===== config.mk =====
export PLATFORM = sky130hd
export DESIGN_NAME = xclk_ctrl_flat
export DESIGN_NICKNAME = d
export VERILOG_FILES = /design/src/rtl/xclk_pkg.sv /design/src/rtl/xclk_if.sv /design/src/rtl/half_period_cnt.sv /design/src/rtl/xclk_ctrl.sv /design/src/flat_wrapper.sv
export SDC_FILE = /design/constraint.sdc
export NUM_CORES = 1
export LEC_CHECK = 0
export ABC_CLOCK_PERIOD_IN_PS = 2100
export CORE_MARGIN = 5
export CORE_UTILIZATION = 55
export CTS_BUF_LIST = sky130_fd_sc_hd__clkbuf_8 sky130_fd_sc_hd__clkbuf_16
export CTS_CLUSTER_SIZE = 14
export DETAILED_ROUTE_END_ITERATION = 8
export DONT_BUFFER_PORTS = 1
export GPL_TIMING_DRIVEN = 0
export PLACE_DENSITY_LB_ADDON = 0.15
export SETUP_SLACK_MARGIN = 0.4
export SLEW_MARGIN = 20
export SYNTH_ARGS = -nofsm -noshare
export SYNTH_HDL_FRONTEND = slang
export SYNTH_HIERARCHICAL = 1
export SYNTH_SLANG_ARGS = --single-unit

===== constraint.sdc =====
create_clock -name clk -period 2.1 [get_ports clk]
set_input_delay 0.42 -clock clk [delete_from_list [all_inputs] [get_ports clk]]
set_output_delay 0.42 -clock clk [all_outputs]
set_load 0.005 [all_outputs]

===== src/rtl/xclk_pkg.sv =====
// Shared types and sizing helpers for the camera master-clock controller.
// Pure declarations; no logic, latency or flow control of its own.
package xclk_pkg;

    typedef enum logic [1:0] {
        STOPPED,
        RUNNING,
        STOPPING
    } xclk_state_t;

    localparam int DEF_SETTLE_RISES = 16;
    localparam int SETTLE_W         = $clog2(DEF_SETTLE_RISES + 1);

    function automatic int settle_w(input int rises);
        return $clog2(rises + 1);
    endfunction

endpackage


===== src/rtl/xclk_if.sv =====
// Control/status bundle between the XCLK controller and its requester (enable, divisor handshake, clock out).
// Wires only; the divisor request is a level req answered by a one-cycle ack, held off while a value is pending.
interface xclk_if #(
    parameter int DIV_W = 8
);
    logic             i_enable;
    logic             i_div_req;
    logic [DIV_W-1:0] i_div_val;
    logic             o_div_ack;
    logic             o_div_err;
    logic             o_clk;
    logic             o_rise;
    logic             o_fall;
    logic             o_ready;

    modport master (
        output i_enable, i_div_req, i_div_val,
        input  o_div_ack, o_div_err, o_clk, o_rise, o_fall, o_ready
    );

    modport slave (
        input  i_enable, i_div_req, i_div_val,
        output o_div_ack, o_div_err, o_clk, o_rise, o_fall, o_ready
    );
endinterface


===== src/rtl/half_period_cnt.sv =====
// Half-period divider: toggles clk_q every div cycles while run, with registered rise/fall flags.
// Flags and clk_q update on the same edge; load or !run parks the count at 1 without toggling.
module half_period_cnt #(
    parameter int DIV_W = 8
) (
    input  logic             clk,
    input  logic             rst,
    input  logic             run,
    input  logic             load,
    input  logic [DIV_W-1:0] div,
    output logic             clk_q,
    output logic             rise,
    output logic             fall,
    output logic             toggle
);

    logic [DIV_W-1:0] cnt;

    // Combinational so the controller can act on the same edge that flips clk_q.
    assign toggle = run && !load && (cnt == div);

    always_ff @(posedge clk) begin
        if (rst) begin
            cnt   <= DIV_W'(1);
            clk_q <= 1'b0;
            rise  <= 1'b0;
            fall  <= 1'b0;
        end else begin
            rise <= toggle && !clk_q;
            fall <= toggle && clk_q;
            if (toggle) begin
                clk_q <= !clk_q;
                cnt   <= DIV_W'(1);
            end else if (run && !load) begin
                cnt <= cnt + DIV_W'(1);
            end else begin
                cnt <= DIV_W'(1);
            end
        end
    end

endmodule


===== src/rtl/xclk_ctrl.sv =====
// Camera XCLK controller: glitch-free start/stop, divisor updates on period boundaries, settle-based o_ready.
// Registered outputs; ack one cycle after a request is sampled, withheld while a divisor is still pending.
module xclk_ctrl
    import xclk_pkg::*;
#(
    parameter int DIV_W        = 8,
    parameter int DEFAULT_DIV  = 4,
    parameter int SETTLE_RISES = DEF_SETTLE_RISES
) (
    input logic   clk,
    input logic   rst,
    xclk_if.slave bus
);

    localparam int SW = settle_w(SETTLE_RISES);

    xclk_state_t      state, state_nxt;
    logic [DIV_W-1:0] div, pend_div;
    logic             pend_vld;
    logic [SW-1:0]    settle, settle_nxt;
    logic             ack_q, err_q, ready_q;
    logic             run, load, toggle;
    logic             clk_q, rise_q, fall_q;
    logic             rise_evt, fall_evt, apply, accept;

    half_period_cnt #(.DIV_W(DIV_W)) u_cnt (
        .clk    (clk),
        .rst    (rst),
        .run    (run),
        .load   (load),
        .div    (div),
        .clk_q  (clk_q),
        .rise   (rise_q),
        .fall   (fall_q),
        .toggle (toggle)
    );

    assign run      = (state != STOPPED);
    // Stopping while already low: park the counter so no rise can slip out.
    assign load     = (state == RUNNING) && !bus.i_enable && !clk_q;
    assign rise_evt = toggle && !clk_q;
    assign fall_evt = toggle && clk_q;
    assign apply    = pend_vld && ((state == STOPPED) || fall_evt);
    assign accept   = bus.i_div_req && !pend_vld;

    always_comb begin
        state_nxt = state;
        case (state)
            STOPPED:  if (bus.i_enable) state_nxt = RUNNING;
            RUNNING:  if (!bus.i_enable) state_nxt = (!clk_q || fall_evt) ? STOPPED : STOPPING;
            STOPPING: begin
                if (bus.i_enable)  state_nxt = RUNNING;
                else if (fall_evt) state_nxt = STOPPED;
            end
            default:  state_nxt = STOPPED;
        endcase
    end

    always_comb begin
        settle_nxt = settle;
        if (((state_nxt == STOPPED) && (state != STOPPED)) || apply)
            settle_nxt = '0;
        else if (rise_evt && (settle != SW'(SETTLE_RISES)))
            settle_nxt = settle + SW'(1);
    end

    always_ff @(posedge clk) begin
        if (rst) begin
            state    <= STOPPED;
            div      <= DIV_W'(DEFAULT_DIV);
            pend_div <= '0;
            pend_vld <= 1'b0;
            settle   <= '0;
            ready_q  <= 1'b0;
            ack_q    <= 1'b0;
            err_q    <= 1'b0;
        end else begin
            state   <= state_nxt;
            settle  <= settle_nxt;
            ready_q <= (settle_nxt >= SW'(SETTLE_RISES));
            ack_q   <= accept;
            err_q   <= accept && (bus.i_div_val == '0);
            if (apply) begin
                div      <= pend_div;
                pend_vld <= 1'b0;
            end
            // accept and apply are mutually exclusive: one needs pending empty, the other full.
            if (accept && (bus.i_div_val != '0)) begin
                pend_div <= bus.i_div_val;
                pend_vld <= 1'b1;
            end
        end
    end

    assign bus.o_div_ack = ack_q;
    assign bus.o_div_err = err_q;
    assign bus.o_clk     = clk_q;
    assign bus.o_rise    = rise_q;
    assign bus.o_fall    = fall_q;
    assign bus.o_ready   = ready_q;

endmodule


===== src/flat_wrapper.sv =====
// flat-port wrapper written by rule: the top's interface ports become plain ports
module xclk_ctrl_flat import xclk_pkg::*;
#(
    parameter int DIV_W        = 8,
    parameter int DEFAULT_DIV  = 4,
    parameter int SETTLE_RISES = DEF_SETTLE_RISES
)
  (clk, rst, bus_i_enable, bus_i_div_req, bus_i_div_val, bus_o_div_ack, bus_o_div_err, bus_o_clk, bus_o_rise, bus_o_fall, bus_o_ready);
  xclk_if #(.DIV_W(DIV_W)) bus_i ();
  input logic clk;
  input logic rst;
  input wire logic [$bits(bus_i.i_enable)-1:0] bus_i_enable;
  input wire logic [$bits(bus_i.i_div_req)-1:0] bus_i_div_req;
  input wire logic [$bits(bus_i.i_div_val)-1:0] bus_i_div_val;
  output wire logic [$bits(bus_i.o_div_ack)-1:0] bus_o_div_ack;
  output wire logic [$bits(bus_i.o_div_err)-1:0] bus_o_div_err;
  output wire logic [$bits(bus_i.o_clk)-1:0] bus_o_clk;
  output wire logic [$bits(bus_i.o_rise)-1:0] bus_o_rise;
  output wire logic [$bits(bus_i.o_fall)-1:0] bus_o_fall;
  output wire logic [$bits(bus_i.o_ready)-1:0] bus_o_ready;
  assign bus_i.i_enable = bus_i_enable;
  assign bus_i.i_div_req = bus_i_div_req;
  assign bus_i.i_div_val = bus_i_div_val;
  assign bus_o_div_ack = bus_i.o_div_ack;
  assign bus_o_div_err = bus_i.o_div_err;
  assign bus_o_clk = bus_i.o_clk;
  assign bus_o_rise = bus_i.o_rise;
  assign bus_o_fall = bus_i.o_fall;
  assign bus_o_ready = bus_i.o_ready;
  xclk_ctrl #(.DIV_W(DIV_W), .DEFAULT_DIV(DEFAULT_DIV), .SETTLE_RISES(SETTLE_RISES)) u_core (.clk(clk), .rst(rst), .bus(bus_i));
endmodule

==> flow_summary.toml, run 1 <==
[setup_path]
cp_cell_sequence = "buf_6 -> nor4_2 -> or2b_1 -> or3_4 -> inv_4 -> buf_6 -> nand3b_1 -> or3_1 -> a211oi_1"
path_delay_family = "simple AND/OR/NAND/NOR gates"
critPathMaxFanout = 7
timing.rr.start = "u_core/u_cnt/clk_q"
endpoint = "u_core/settle[3]"
rrSetupSlack_ns = 0.08
endpoint_kind = "flop"
path_buf_inv = 3
slowest_delay_ns = 0.39
crit_start = "u_core/u_cnt/clk_q"
r2r_cells = 9
arrival_ns = 2.23
cp_slowest_cell = "dfxtp_4"
worstSetupPathType = "flop to flop"
r2r-end = "u_core/settle[3]"
start_kind = "flop"
cp.required_ns = 2.31
path_depth = 9
path_common_cell = "buf_6"

[placement]
io_buffer_count = 0
dpl_cell_area_sq_um = 1750
place_hpwl_microns = 2360
dp_cells = 223
globalplace.congestion = 0.760

[global_routing]
grt_max_degree = 12
track_usage = 0.182
overflow = 0
grt_pass1_vias = 1404
antenna_found_initial = 0
grt_pass1_wl_microns = 6010

[power]
p_seq_frac = 0.533
switching_share = 0.228
p_int_w = 0.00106
p_leak_nw = 0.679
powerDensity_nw_per_um2 = 661
ir_drop_mv = 0.510
finalPower_w = 0.00138
p_sw_w = 0.000314
pwr-share-comb = 0.079
p_clk_frac = 0.388

[clock_tree]
cts_tree = "done"
cts_max_level = 2
cts_sinks = 37
clockRootBuffer = "clkbuf_8"
postCtsHoldBufs = 0
clock_latency_ns = 0.29
clk_pin_slew_worst_paths_ns = 0.07
cts.path.max_buffers = 2
cts_buffers = 5

[floorplan]
core_area_sq_um = 3000
row_count = 20
die_w_microns = 65.5
fp.dieArea_sq_um = 4290
die_y_microns = 65.5
pin_count = 18
start_util = 0.564

[route]
viasPerCell = 5.93
drt_first_pass_iters = 5
drc = 0
ant_nets = 0
vias = 1435
wl_per_cell_microns = 14.4
wirelength_microns = 3480
drtIter0Drc = 51

[yosys]
ys_types = 39
synthesis.nets = 205
synth_edf_count = 0
synth_top_flop_cell = "dfxtp_1"
synthCells = 190
synthArstFlopShare = 0
seq_area_frac_synth = 0.437
ys_warn_count = 6
synth_area_per_cell_sq_um = 8.92
syn_area_sq_um = 1690
ys_ff_latch = 37

[run_status]
status = "complete, no violations"

[sta]
fmax_mhz = 496
fin_crit_sh = 0.961
rsz0062_at_grt = "yes"
hold_viol = 0
slew_headroom = 0.629
setup_viol = 0
worst_clock_skew_ns = 0.00453
drv_slew = 0
min_period_ns = 2.02
worstMarginPinSlew_ns = 0.549
setup_tns_ns = 0

[final_layout]
antenna-diode-count = 0
utilization = 0.693
nNetsFinal = 224
fill_cells = 235
fin_area_sq_um = 2080
area_growth_pct = 22.9
final_cell_count_no_fill = 242
drive_gt1_frac = 0.282

[min_path]
hp-class = "input port to flop"

[run]
max_cap_violations = 0
[layout make-up]
type	count	area, sq um	share of cell area
Sequential cell	37	752	0.361
Clock buffer	6	93.8	0.0451
Tap cell	33	41.3	0.0198
Inverter	7	28.8	0.0138
Clock inverter	1	5.00	0.00240
Multi-Input combinational cell	138	1010	0.484
Buffer	8	52.6	0.0252
Timing Repair Buffer	12	101	0.0487
[logic make-up after synthesis]
group | synth area share
AOI/OAI and AO/OA | 0.194
xor gates and xnor gates | 0.0724
adders and majority gates | 0.0222
buffers and inverters | 0.0428
DFF | 0.437
muxes | 0.00886
and+or+nand+nor | 0.222
[routing by layer]
metal	global-route usage	up-vias	routed length [microns]
li1	-	718	-
met5	0	-	0
met2	0.315	40	1680
met4	0.0466	0	42
met1	0.203	671	1540
met3	0.0803	6	226
[cell usage in the layout (no fill, tap or decap), types with 6 or more instances in the layout]
cell type / Yosys / routed
a211oi_1: 13 / 10
nand3_1: 12 / 8
buf_4: 0 / 9
nor2_1: 20 / 19
xnor2_1: 12 / 12
dfxtp_1: 37 / 32
buf_6: 2 / 6
nand2_1: 6 / 6
o21ai_2: 0 / 9
a21oi_1: 16 / 14
[Yosys cell counts, drive strengths merged (4+ instances only)]
| cell type | number | area (sq um) |
|---|---|---|
| nor3 | 5 | 25.0 |
| xnor2 | 12 | 105 |
| o21ai | 13 | 65.1 |
| a21oi | 16 | 80.1 |
| inv | 7 | 26.3 |
| nand2 | 6 | 22.5 |
| a211oi | 13 | 97.6 |
| clkbuf | 5 | 18.8 |
| nand3b | 4 | 30.0 |
| nor2b | 5 | 31.3 |
| dfxtp | 37 | 741 |
| nand3 | 12 | 60.1 |
| nor2 | 20 | 75.1 |
[timing repair]
| action | CTS | global route |
|---|---|---|
| pin swaps | 5 | 9 |
| gates resized for setup | 18 | 32 |
| setup buffers | 11 | 0 |
| cloned | 1 | 0 |
| setup endpoints to repair | 15 | 16 |
[worst min path at each step]
| stage | start | end | slack (ns) | cells after the start |
|---|---|---|---|---|
| 2_1_floorplan | u_core/u_cnt/cnt[0] | u_core/u_cnt/cnt[0] | 0.43 | 1 |
| 3_3_place_gp | u_core/u_cnt/cnt[0] | u_core/u_cnt/cnt[0] | 0.45 | 1 |
| 3_5_place_dp | u_core/u_cnt/cnt[0] | u_core/u_cnt/cnt[0] | 0.46 | 1 |
| 4_1_cts | bus_i_enable | u_core/state[1] | 0.19 | 1 |
| 5_1_grt | bus_i_enable | u_core/state[1] | 0.18 | 1 |
| 6_report | bus_i_enable | u_core/state[1] | 0.20 | 1 |
[flip-flops by register name, indices dropped and copies added (netlist names)]
signal / flops
u_core/bus.o_div_ack: 1
u_core/bus.o_div_err: 1
u_core/u_cnt/rise: 1
u_core/pend_div: 8
u_core/settle: 5
u_core/u_cnt/cnt: 8
u_core/pend_vld: 1
u_core/state: 2
u_core/u_cnt/fall: 1
u_core/u_cnt/clk_q: 1
u_core/div: 8
[per-stage QoR]
step                hold WS, ns  setup slack (ns)
global placement          0.450            0.0236
floorplan                 0.426             0.160
finish                    0.196            0.0826
CTS                       0.194            0.0487
global route              0.180          -0.00911
detailed placement        0.464           -0.0596
[power by group through the flow]
stage / Sequential (W) / Clock (W) / Combinational (W)
after floorplan: 0.000745 / 0 / 0.0000687
after global routing: 0.000736 / 0.000578 / 0.000121
after CTS: 0.000731 / 0.000538 / 0.0000942
after global placement: 0.000749 / 0 / 0.0000792
final: 0.000733 / 0.000534 / 0.000109
after detailed placement: 0.000749 / 0 / 0.0000827
[worst register-to-register path, delay by kind of cell (launching register included)]
| kind | cells | cell delay, ns |
|---|---|---|
| AND/OR/NAND/NOR | 5 | 1.07 |
| buffers and inverters | 3 | 0.29 |
| AO/OA/AOI/OAI | 1 | 0.18 |
| flip-flops | 1 | 0.39 |
Note: power is estimated with default switching activity, not from simulation.
==> inputs of run 2 (changes only) <==
CTS_CLUSTER_DIAMETER = 150   (was unset)
==> results of run 2 <==
No change in the layout: final DEF, timing and power equal those of run 1.
